===== src/rtl/risc8_pkg.sv =====
// Shared types for the 8-bit RISC core: sequencer states, branch codes,
// next-address mux select codes and the address width.
package risc8_pkg;

  localparam int ADDR_W = 8;

  typedef logic [ADDR_W-1:0] addr_t;

  typedef enum logic [2:0] {
    ST_IDLE,
    ST_FETCH,
    ST_DECODE,
    ST_EXEC,
    ST_HALTED
  } state_e;

  typedef enum logic [1:0] {
    BR_SEQ  = 2'd0,
    BR_JMP  = 2'd1,
    BR_CALL = 2'd2,
    BR_RET  = 2'd3
  } br_type_e;

  typedef enum logic [1:0] {
    SEL_LR  = 2'd0,
    SEL_INC = 2'd1,
    SEL_EA  = 2'd2
  } sel_e;

endpackage


===== src/rtl/fetch_timer.sv =====
// Fetch wait counter: synchronous clear, count enable, and a terminal-count
// flag raised during the TMO-th enabled cycle after a clear.
module fetch_timer #(
  parameter int TMO = 15
) (
  input  logic clk,
  input  logic rst_n,
  input  logic clr,
  input  logic en,
  output logic tc
);

  localparam int W = $clog2(TMO + 1);

  logic [W-1:0] cnt;

  // NOTE: sequential state uses non-blocking assignments so every register
  // samples pre-edge values regardless of block ordering.
  always_ff @(posedge clk or negedge rst_n) begin
    if (!rst_n) begin
      cnt <= '0;
    end else if (clr) begin
      cnt <= '0;
    end else if (en) begin
      cnt <= cnt + W'(1);
    end
  end

  assign tc = en && (cnt == W'(TMO - 1));

endmodule


===== src/rtl/pc_sequencer.sv =====
// Program-address sequencer: owns PC/LR, runs fetch/decode/exec, drives the
// next-address mux select. Optional interrupt entry under PCSEQ_IRQ_EN.
module pc_sequencer
  import risc8_pkg::*;
#(
  parameter addr_t RESET_VEC = 8'h00,
  parameter int    FETCH_TMO = 15
`ifdef PCSEQ_IRQ_EN
  , parameter addr_t IRQ_VEC = 8'hF0
`endif
) (
  input  logic        clk,
  input  logic        rst_n,
  input  logic        start,
  input  logic        halt,
  input  logic [1:0]  br_type,
  input  logic        br_take,
  input  logic [7:0]  ea,
  input  logic        mem_ready,
`ifdef PCSEQ_IRQ_EN
  input  logic        irq,
  output logic        irq_ack,
`endif
  output logic [1:0]  mux_sel,
  output logic [7:0]  pc,
  output logic [7:0]  lr,
  output logic        fetch_req,
  output logic        ir_load,
  output logic        exec_en,
  output logic        busy,
  output logic        fetch_err
);

  state_e state_q, state_d;
  addr_t  pc_q, pc_d, lr_q, lr_d, pc_inc;
  logic   err_q, err_d;
  logic   tmr_clr, tmr_en, tmr_tc;
  sel_e   sel;

  fetch_timer #(.TMO(FETCH_TMO)) u_timer (
    .clk   (clk),
    .rst_n (rst_n),
    .clr   (tmr_clr),
    .en    (tmr_en),
    .tc    (tmr_tc)
  );

  assign pc_inc = pc_q + 8'd1;

  // NOTE: every signal written here gets a default first, so no path through
  // the case statements can leave one unassigned and infer a latch.
  always_comb begin
    state_d   = state_q;
    pc_d      = pc_q;
    lr_d      = lr_q;
    err_d     = err_q;
    sel       = SEL_INC;
    fetch_req = 1'b0;
    ir_load   = 1'b0;
    exec_en   = 1'b0;
    tmr_clr   = 1'b1;
    tmr_en    = 1'b0;
`ifdef PCSEQ_IRQ_EN
    irq_ack   = 1'b0;
`endif
    case (state_q)
      ST_IDLE, ST_HALTED: begin
        if (start) begin
          pc_d    = RESET_VEC;
          err_d   = 1'b0;
          state_d = ST_FETCH;
        end
      end
      ST_FETCH: begin
        fetch_req = 1'b1;
        tmr_en    = 1'b1;
        // A ready in the terminal cycle still wins over the timeout.
        if (mem_ready) begin
          ir_load = 1'b1;
          state_d = ST_DECODE;
        end else if (tmr_tc) begin
          err_d   = 1'b1;
          state_d = ST_HALTED;
        end else begin
          tmr_clr = 1'b0;
        end
      end
      ST_DECODE: state_d = ST_EXEC;
      ST_EXEC: begin
        exec_en = 1'b1;
        pc_d    = pc_inc;
        case (br_type_e'(br_type))
          BR_JMP, BR_CALL: begin
            if (br_take) begin
              sel  = SEL_EA;
              pc_d = ea;
              if (br_type_e'(br_type) == BR_CALL) lr_d = pc_inc;
            end
          end
          BR_RET: begin
            sel  = SEL_LR;
            pc_d = lr_q;
          end
          default: ;
        endcase
`ifdef PCSEQ_IRQ_EN
        // Interrupt entry saves the would-be next PC; halt takes priority.
        if (irq && !halt) begin
          lr_d    = pc_d;
          pc_d    = IRQ_VEC;
          sel     = SEL_EA;
          irq_ack = 1'b1;
        end
`endif
        state_d = halt ? ST_HALTED : ST_FETCH;
      end
      default: state_d = ST_IDLE;
    endcase
  end

  always_ff @(posedge clk or negedge rst_n) begin
    if (!rst_n) begin
      state_q <= ST_IDLE;
      pc_q    <= RESET_VEC;
      lr_q    <= '0;
      err_q   <= 1'b0;
    end else begin
      state_q <= state_d;
      pc_q    <= pc_d;
      lr_q    <= lr_d;
      err_q   <= err_d;
    end
  end

  assign mux_sel   = sel;
  assign pc        = pc_q;
  assign lr        = lr_q;
  assign fetch_err = err_q;
  assign busy      = (state_q != ST_IDLE) && (state_q != ST_HALTED);

endmodule


===== config.mk =====
export PLATFORM = sky130hd
export DESIGN_NAME = pc_sequencer
export DESIGN_NICKNAME = d
export VERILOG_FILES = /design/src/rtl/risc8_pkg.sv /design/src/rtl/fetch_timer.sv /design/src/rtl/pc_sequencer.sv
export SDC_FILE = /design/constraint.sdc
export NUM_CORES = 1
export LEC_CHECK = 0
export ABC_AREA = 1
export BUFFER_PORTS_ARGS = -buffer_cell sky130_fd_sc_hd__buf_2
export CORE_ASPECT_RATIO = 0.6
export CORE_MARGIN = 1
export CORE_UTILIZATION = 45
export CTS_BUF_LIST = sky130_fd_sc_hd__clkbuf_4
export DETAILED_ROUTE_END_ITERATION = 10
export PLACE_DENSITY_LB_ADDON = 0.15
export SKIP_LAST_GASP = 1
export SLEW_MARGIN = 30
export SYNTH_ARGS = -nofsm -noshare
export SYNTH_HDL_FRONTEND = slang
export SYNTH_SLANG_ARGS = --single-unit

===== constraint.sdc =====
create_clock -name clk -period 1.35 [get_ports clk]
set_input_delay 0.27 -clock clk [delete_from_list [all_inputs] [get_ports clk]]
set_output_delay 0.27 -clock clk [all_outputs]
set_load 0.01 [all_outputs]

==> reports/metrics.yaml, run 1 <==
global_routing:
  antenna_found_initial: 0
  grt_start_max_net_pins: 25
  grt_pass1_wl_um: 6180
  gr-usage-all-layers_pct: 23.4
  gr-total-overflow: 0
  grt_pass1_vias: 1295
worst_setup_path:
  critPathLaunchType: "flop"
  cp_max_fo: 5
  worstPathArrival_ns: 1.24
  crit_path_max_incr_delay_ns: 0.47
  required_ns: 1.08
  slowest_stage: "dfrtp_2"
  critical_path_class: "flop to primary output"
  path_cells: "nand2_4 > nor2_8 > o211ai_1 > buf_2"
  end_kind: "primary output"
sta:
  slew_viol_final: 0
  tightest_slew_ns: 0.561
  fin_crit_ns: 1.51
  hold_viol: 0
  finalSetupViolCount: 6
  fin_skew_ns: 0.00630
  max_freq_mhz: 663
  relSlewSlack_pct: 62.6
  setup_tns_ns: -0.774
  setup_ws_ns: -0.159
  rsz0062_at_grt: "yes"
  min_period_over_period_pct: 112
route:
  vias_per_cell: 4.92
  antenna_left: 0
  vias: 1511
  drc: 0
  first_iter_violations: 84
  firstDrtPassIters: 4
  routedWlPerCell_um: 12.4
  wirelength_um: 3820
clock_network:
  cts_tree: "built"
  clkTransAtPathRegs_ns: 0.14
  cts_sinks: 24
  cts_buffer_depth: 2
  clkLatencyLatePin_ns: 0.33
  h-tree-depth: 1
  ctsRootBufferMaster: "clkbuf_4"
  cts_made_buffers: 3
synth:
  synth-compound-area-share_pct: 6.93
  synth_mux_area_share_pct: 0
  synth_top_family_by_area: "simple AND/OR/NAND/NOR gates"
  synth_area_mm2: 0.00148
  synth_fp_nets: 225
  synthCells: 203
  yosys_warnings: 0
  ys_seq_area_share_pct: 40.6
  synth-xor-area-share_pct: 1.78
  syn_area_per_cell_um2: 7.29
  yosysUniqueCellTypes: 22
  yosys.area_share.simple_pct: 37.5
  synth_seq_cells: 24
  synthAdderAreaFrac_pct: 5.07
power_and_ir_drop:
  p_leak_nw: 1.16
  power_density_mw_per_mm2: 1540
  peakVddDrop_v: 0.000702
job:
  drv_cap: 0
placed_design:
  place_congestion: 0.802
  placed_area_mm2: 0.00183
  hpwl_um: 2890
  numPortBuffers: 38
cells_and_area:
  area_delta_synth_final_pct: 36.4
  seq_area_um2: 604
  nets: 288
  fillers: 273
  diodes: 0
  drive_above_1_share_pct: 33.2
  multiInputGateArea_um2: 815
  fin_area_mm2: 0.00202
outcome:
  status: "finished, violations left"
  violations: "setup timing"
floorplan:
  core_area_mm2: 0.00300
  die_w_um: 76.0
  row_count: 15
  start_util_pct: 49.3
  die-area_mm2: 0.00353
  die_h_um: 46.4
  io_pins: 39
worst_hold_path:
  min_path_type: "input pin to flop"
==> layout make-up <==
class / instances / share of cell area, %
clock inverters: 1 / 1.49
well taps: 42 / 2.60
inverters: 28 / 5.33
multi-input cells: 149 / 40.3
clock buffers: 3 / 1.12
flip-flops and latches: 24 / 29.9
repair buffers: 60 / 19.2
==> synth_stat cells, drive strengths merged <==
cell,n,area (um2)
a21oi,1,5.00
buf,1,11.3
clkbuf,1,3.75
dfrtp,24,601
ha,6,75.1
inv,28,105
nand2,76,298
nand3,23,128
nand3b,2,15.0
nand4,5,31.3
nor2,18,83.8
o211ai,3,22.5
o21ai,9,52.6
o21bai,3,22.5
xnor2,2,17.5
xor2,1,8.76
==> cells in the final DEF (no fill, tap or decap), drive strengths merged <==
master / synthesis / layout
nand2: 76 / 76
buf: 1 / 59
inv: 28 / 28
dfrtp: 24 / 24
nand3: 23 / 23
nor2: 18 / 18
o21ai: 9 / 9
ha: 6 / 6
nand4: 5 / 5
o211ai: 3 / 3
o21bai: 3 / 3
clkbuf: 1 / 3
xnor2: 2 / 2
nand3b: 2 / 2
xor2: 1 / 1
a21oi: 1 / 1
bufinv: 0 / 1
dlygate4sd3: 0 / 1
==> critical path, delay by kind of cell (launching register included) <==
family,cells,cell delay (ns)
flip-flops,1,0.47
AND/OR/NAND/NOR,2,0.20
buffers and inverters,1,0.15
AO/OA/AOI/OAI,1,0.10
==> metal layers <==
layer	vias to the layer above	GRT usage [%]	wire (um)
li1	771	-	-
met1	686	37.0	2120
met5	-	0	0
met2	52	32.0	1440
met3	2	5.15	249
met4	0	4.23	13
==> path summary, 6_finish.rpt <==
path,start,end,slack (ns),cells past startpoint
min in group asynchronous,rst_n,u_timer.cnt[3],0.45,2
worst min-delay path,mem_ready,fetch_err,0.22,4
worst min register to register,u_timer.cnt[0],u_timer.cnt[0],0.50,1
worst max-delay path,state_q[0],mux_sel[0],-0.16,4
worst max register to register,state_q[0],pc[5],0.07,8
max in group asynchronous,rst_n,state_q[0],0.50,2
==> cell families after synthesis <==
logic type,after synthesis
AO/OA/AOI/OAI,16
XOR/XNOR,3
buffers and inverters,30
adder cells (fa/ha/maj),6
flip-flops,24
AND/OR/NAND/NOR,124
==> where the power goes <==
part	internal (W)	switching (W)	leakage, nW
registers	0.000913	0.000220	0.322
logic	0.000654	0.000791	0.815
clock network	0.000300	0.000237	0.0279
==> repair_timing <==
| action | CTS | global route |
|---|---|---|
| endpoints found under the hold margin | 24 | 0 |
| hold buffers | 1 | 0 |
| setup buffers | 6 | 2 |
| setup endpoints to repair | 8 | 21 |
| gates resized for setup | 5 | 18 |
| pin swaps | 2 | 6 |
==> through the flow <==
stage	hold slack, ns	std cells	utilization [%]	worst slack, ns	total power, W
2_1_floorplan	-0.0256	203	-	0.0801	0.00180
3_3_place_gp	0.293	296	61.0	-0.110	0.00233
3_5_place_dp	0.290	296	61.0	-0.136	0.00235
4_1_cts	0.212	307	65.0	-0.188	0.00300
5_1_grt	0.240	307	67.3	-0.233	0.00335
6_report	0.220	307	67.3	-0.159	0.00312
==> registers in the layout, indices dropped and copies added, names as in the netlist <==
| signal | flops |
|---|---|
| fetch_err | 1 |
| pc | 8 |
| u_timer.cnt | 4 |
| state_q | 3 |
| lr | 8 |
Note: power is estimated with default switching activity, not from simulation.
==> run 2, diff against run 1 <==
--- a/config.mk
+++ b/config.mk
@@ -5,7 +5,6 @@
 export SDC_FILE = /design/constraint.sdc
 export NUM_CORES = 1
 export LEC_CHECK = 0
-export ABC_AREA = 1
 export BUFFER_PORTS_ARGS = -buffer_cell sky130_fd_sc_hd__buf_2
 export CORE_ASPECT_RATIO = 0.6
 export CORE_MARGIN = 1
==> reports/metrics.yaml, run 2 <==
clock_network:
  ctsRootBufferMaster: "clkbuf_4"
  cts_made_buffers: 3
  cts_sinks: 24
  cts_buffer_depth: 2
  h-tree-depth: 1
  clkLatencyLatePin_ns: 0.33
  clkTransAtPathRegs_ns: 0.13
  cts_tree: "built"
sta:
  tightest_slew_ns: 0.543
  relSlewSlack_pct: 63.8
  hold_viol: 0
  fin_skew_ns: 0.00362
  rsz0062_at_grt: "yes"
  slew_viol_final: 0
  hold_ws_ns: 0.185
  min_period_over_period_pct: 123
  finalSetupViolCount: 29
  setup_tns_ns: -3.36
  max_freq_mhz: 602
  fin_crit_ns: 1.66
  setup_ws_ns: -0.311
placed_design:
  hpwl_um: 2810
  dp.cells: 248
  place_congestion: 0.842
  numPortBuffers: 38
  post-place-ws_ns: -0.230
  placed_area_mm2: 0.00183
global_routing:
  grt_pass1_vias: 1361
  gr-total-overflow: 0
  grt_start_max_net_pins: 25
  grt_pass1_wl_um: 6350
  antenna_found_initial: 0
  gr-usage-all-layers_pct: 27.0
synth:
  synth_mux_area_share_pct: 0
  netlist_top_cells_count: "dfrtp_1, nand2_1, o21ai_0"
  synth_top_cell_area_share_pct: 43.9
  syn_area_per_cell_um2: 9.57
  yosys_warnings: 0
  synthCells: 143
  synth_seq_cells: 24
  async_reset_ff_share_pct: 100
  ys.flop_type: "dfrtp_1"
  synth_top_family_by_area: "compound AO/OA/AOI/OAI gates"
  synth-xor-area-share_pct: 5.12
  yosys.area_share.simple_pct: 19.1
  synth-edff-count: 0
  synth_fp_nets: 165
  synth_area_mm2: 0.00137
  synth-compound-area-share_pct: 20.9
  yosysMostFrequentCell: "dfrtp_1"
  yosys.area.top_type: "dfrtp_1"
  yosysUniqueCellTypes: 38
  ys_seq_area_share_pct: 43.9
  ys_top_cells_by_area: "dfrtp_1, ha_1, nand2_1, xnor2_1, o21ai_0"
  synthAdderAreaFrac_pct: 5.48
power_and_ir_drop:
  peakVddDrop_v: 0.00121
  p_comb_share_pct: 58.9
  power.clock.fraction_pct: 10.3
  p_int_w: 0.00195
  p_leak_nw: 1.06
  seqPwrFrac_pct: 30.8
  p_sw_w: 0.00134
  power_density_mw_per_mm2: 1460
  sw_frac_of_total_pct: 40.7
floorplan:
  row_count: 15
  start_util_pct: 47.7
  die_h_um: 44.7
  die-area_mm2: 0.00327
  die_w_um: 73.2
  core_area_mm2: 0.00287
  io_pins: 39
worst_setup_path:
  critPathLaunchType: "flop"
  rrSetupSlack_ns: -0.19
  crit_path_max_incr_delay_ns: 0.44
  reg2reg_from: "state_q[1]"
  worstPathArrival_ns: 1.39
  cp_max_fo: 4
  required_ns: 1.08
  crit_family: "flip-flops"
  path_cells: "buf_6 > nor3b_4 > and2_1 > buf_2"
  reg2reg_to: "pc[2]"
  slowest_stage: "dfrtp_1"
  end_kind: "primary output"
  critical_path_class: "flop to primary output"
  worst-path-buf-inv: 2
  r2r_cells: 6
route:
  firstDrtPassIters: 4
  vias_per_cell: 5.88
  first_iter_violations: 138
  antenna_left: 0
  wirelength_um: 5140
  drc: 0
  routedWlPerCell_um: 19.2
  vias: 1577
worst_hold_path:
  hold_path_depth: 3
  holdPathEnd: "pc[7]"
  hp-start: "ea[7]"
  min_path_type: "input pin to flop"
cells_and_area:
  drive_above_1_share_pct: 56.2
  nets: 249
  fin_area_mm2: 0.00225
  diodes: 0
  fillers: 181
  finalNonFillerCells: 268
  mostFrequentLayoutCells: "buf_2, buf_4, dfrtp_1, buf_6, nand2_1"
  area_delta_synth_final_pct: 64.6
  final_common_cell: "buf_2"
outcome:
  violations: "setup timing"
  status: "finished, violations left"
job:
  drv_cap: 0
-- run 2: how the worst max path moves through the flow --
| stage | start | end | cells after the start |
|---|---|---|---|
| after floorplan | br_type[0] | pc[2] | 7 |
| after global placement | br_type[0] | pc[2] | 7 |
| after detailed placement | br_type[0] | pc[2] | 7 |
| after CTS | state_q[1] | ir_load | 4 |
| after global routing | state_q[1] | ir_load | 4 |
| final | state_q[1] | ir_load | 4 |
-- run 2: kinds of logic (layout without fill, tap and decap cells) --
| logic type | count (synthesis) | in the layout |
|---|---|---|
| AO/OA/AOI/OAI | 40 | 40 |
| XOR/XNOR | 8 | 8 |
| adder cells (fa/ha/maj) | 6 | 6 |
| buffers and inverters | 14 | 97 |
| flip-flops | 24 | 24 |
| AND/OR/NAND/NOR | 51 | 51 |
-- run 2: repair_timing --
action	in CTS	in global routing
setup endpoints to repair	17	27
pin swaps	6	21
setup buffers	4	12
gates cloned	1	0
resized for setup	17	55
hold buffers	1	0
endpoints found under the hold margin	24	0
-- run 2: power by group through the flow --
stage | clock network, W | registers (W) | logic, W
2_1_floorplan | 0 | 0.00104 | 0.000634
3_3_place_gp | 0 | 0.000981 | 0.00116
3_5_place_dp | 0 | 0.000997 | 0.00120
4_1_cts | 0.000337 | 0.000978 | 0.00137
5_1_grt | 0.000364 | 0.00103 | 0.00203
6_report | 0.000337 | 0.00101 | 0.00193
-- run 2: area by class of cell --
class / count / area (um2) / share of cell area (%)
tap: 42 / 52.6 / 2.33
sequential: 24 / 602 / 26.7
clock inverter: 1 / 3.75 / 0.167
clock buffer: 3 / 22.5 / 0.999
inverter: 8 / 30.0 / 1.33
timing repair buffer: 85 / 624 / 27.7
multi-input combinational: 105 / 918 / 40.8
-- run 2: routing by layer --
layer / up-vias / track usage, % / wire length (um)
met3: 27 / 6.47 / 452
li1: 681 / - / -
met4: 0 / 12.5 / 250
met1: 754 / 35.5 / 1990
met5: - / 0 / 0
met2: 115 / 43.0 / 2450
-- run 2: worst reg2reg max path, cell delays in order, from the launching register on --
cell	delay (ns)
dfrtp_1	0.44
and3b_2	0.26
buf_6	0.13
buf_6	0.12
o21ai_4	0.10
o21bai_1	0.10
a221o_1	0.29
-- run 2: stage by stage --
step,utilization (%),total power [W]
detailed placement,63.7,0.00220
finish,78.5,0.00328
floorplan,-,0.00167
CTS,68.8,0.00269
global route,78.5,0.00343
global placement,63.7,0.00214
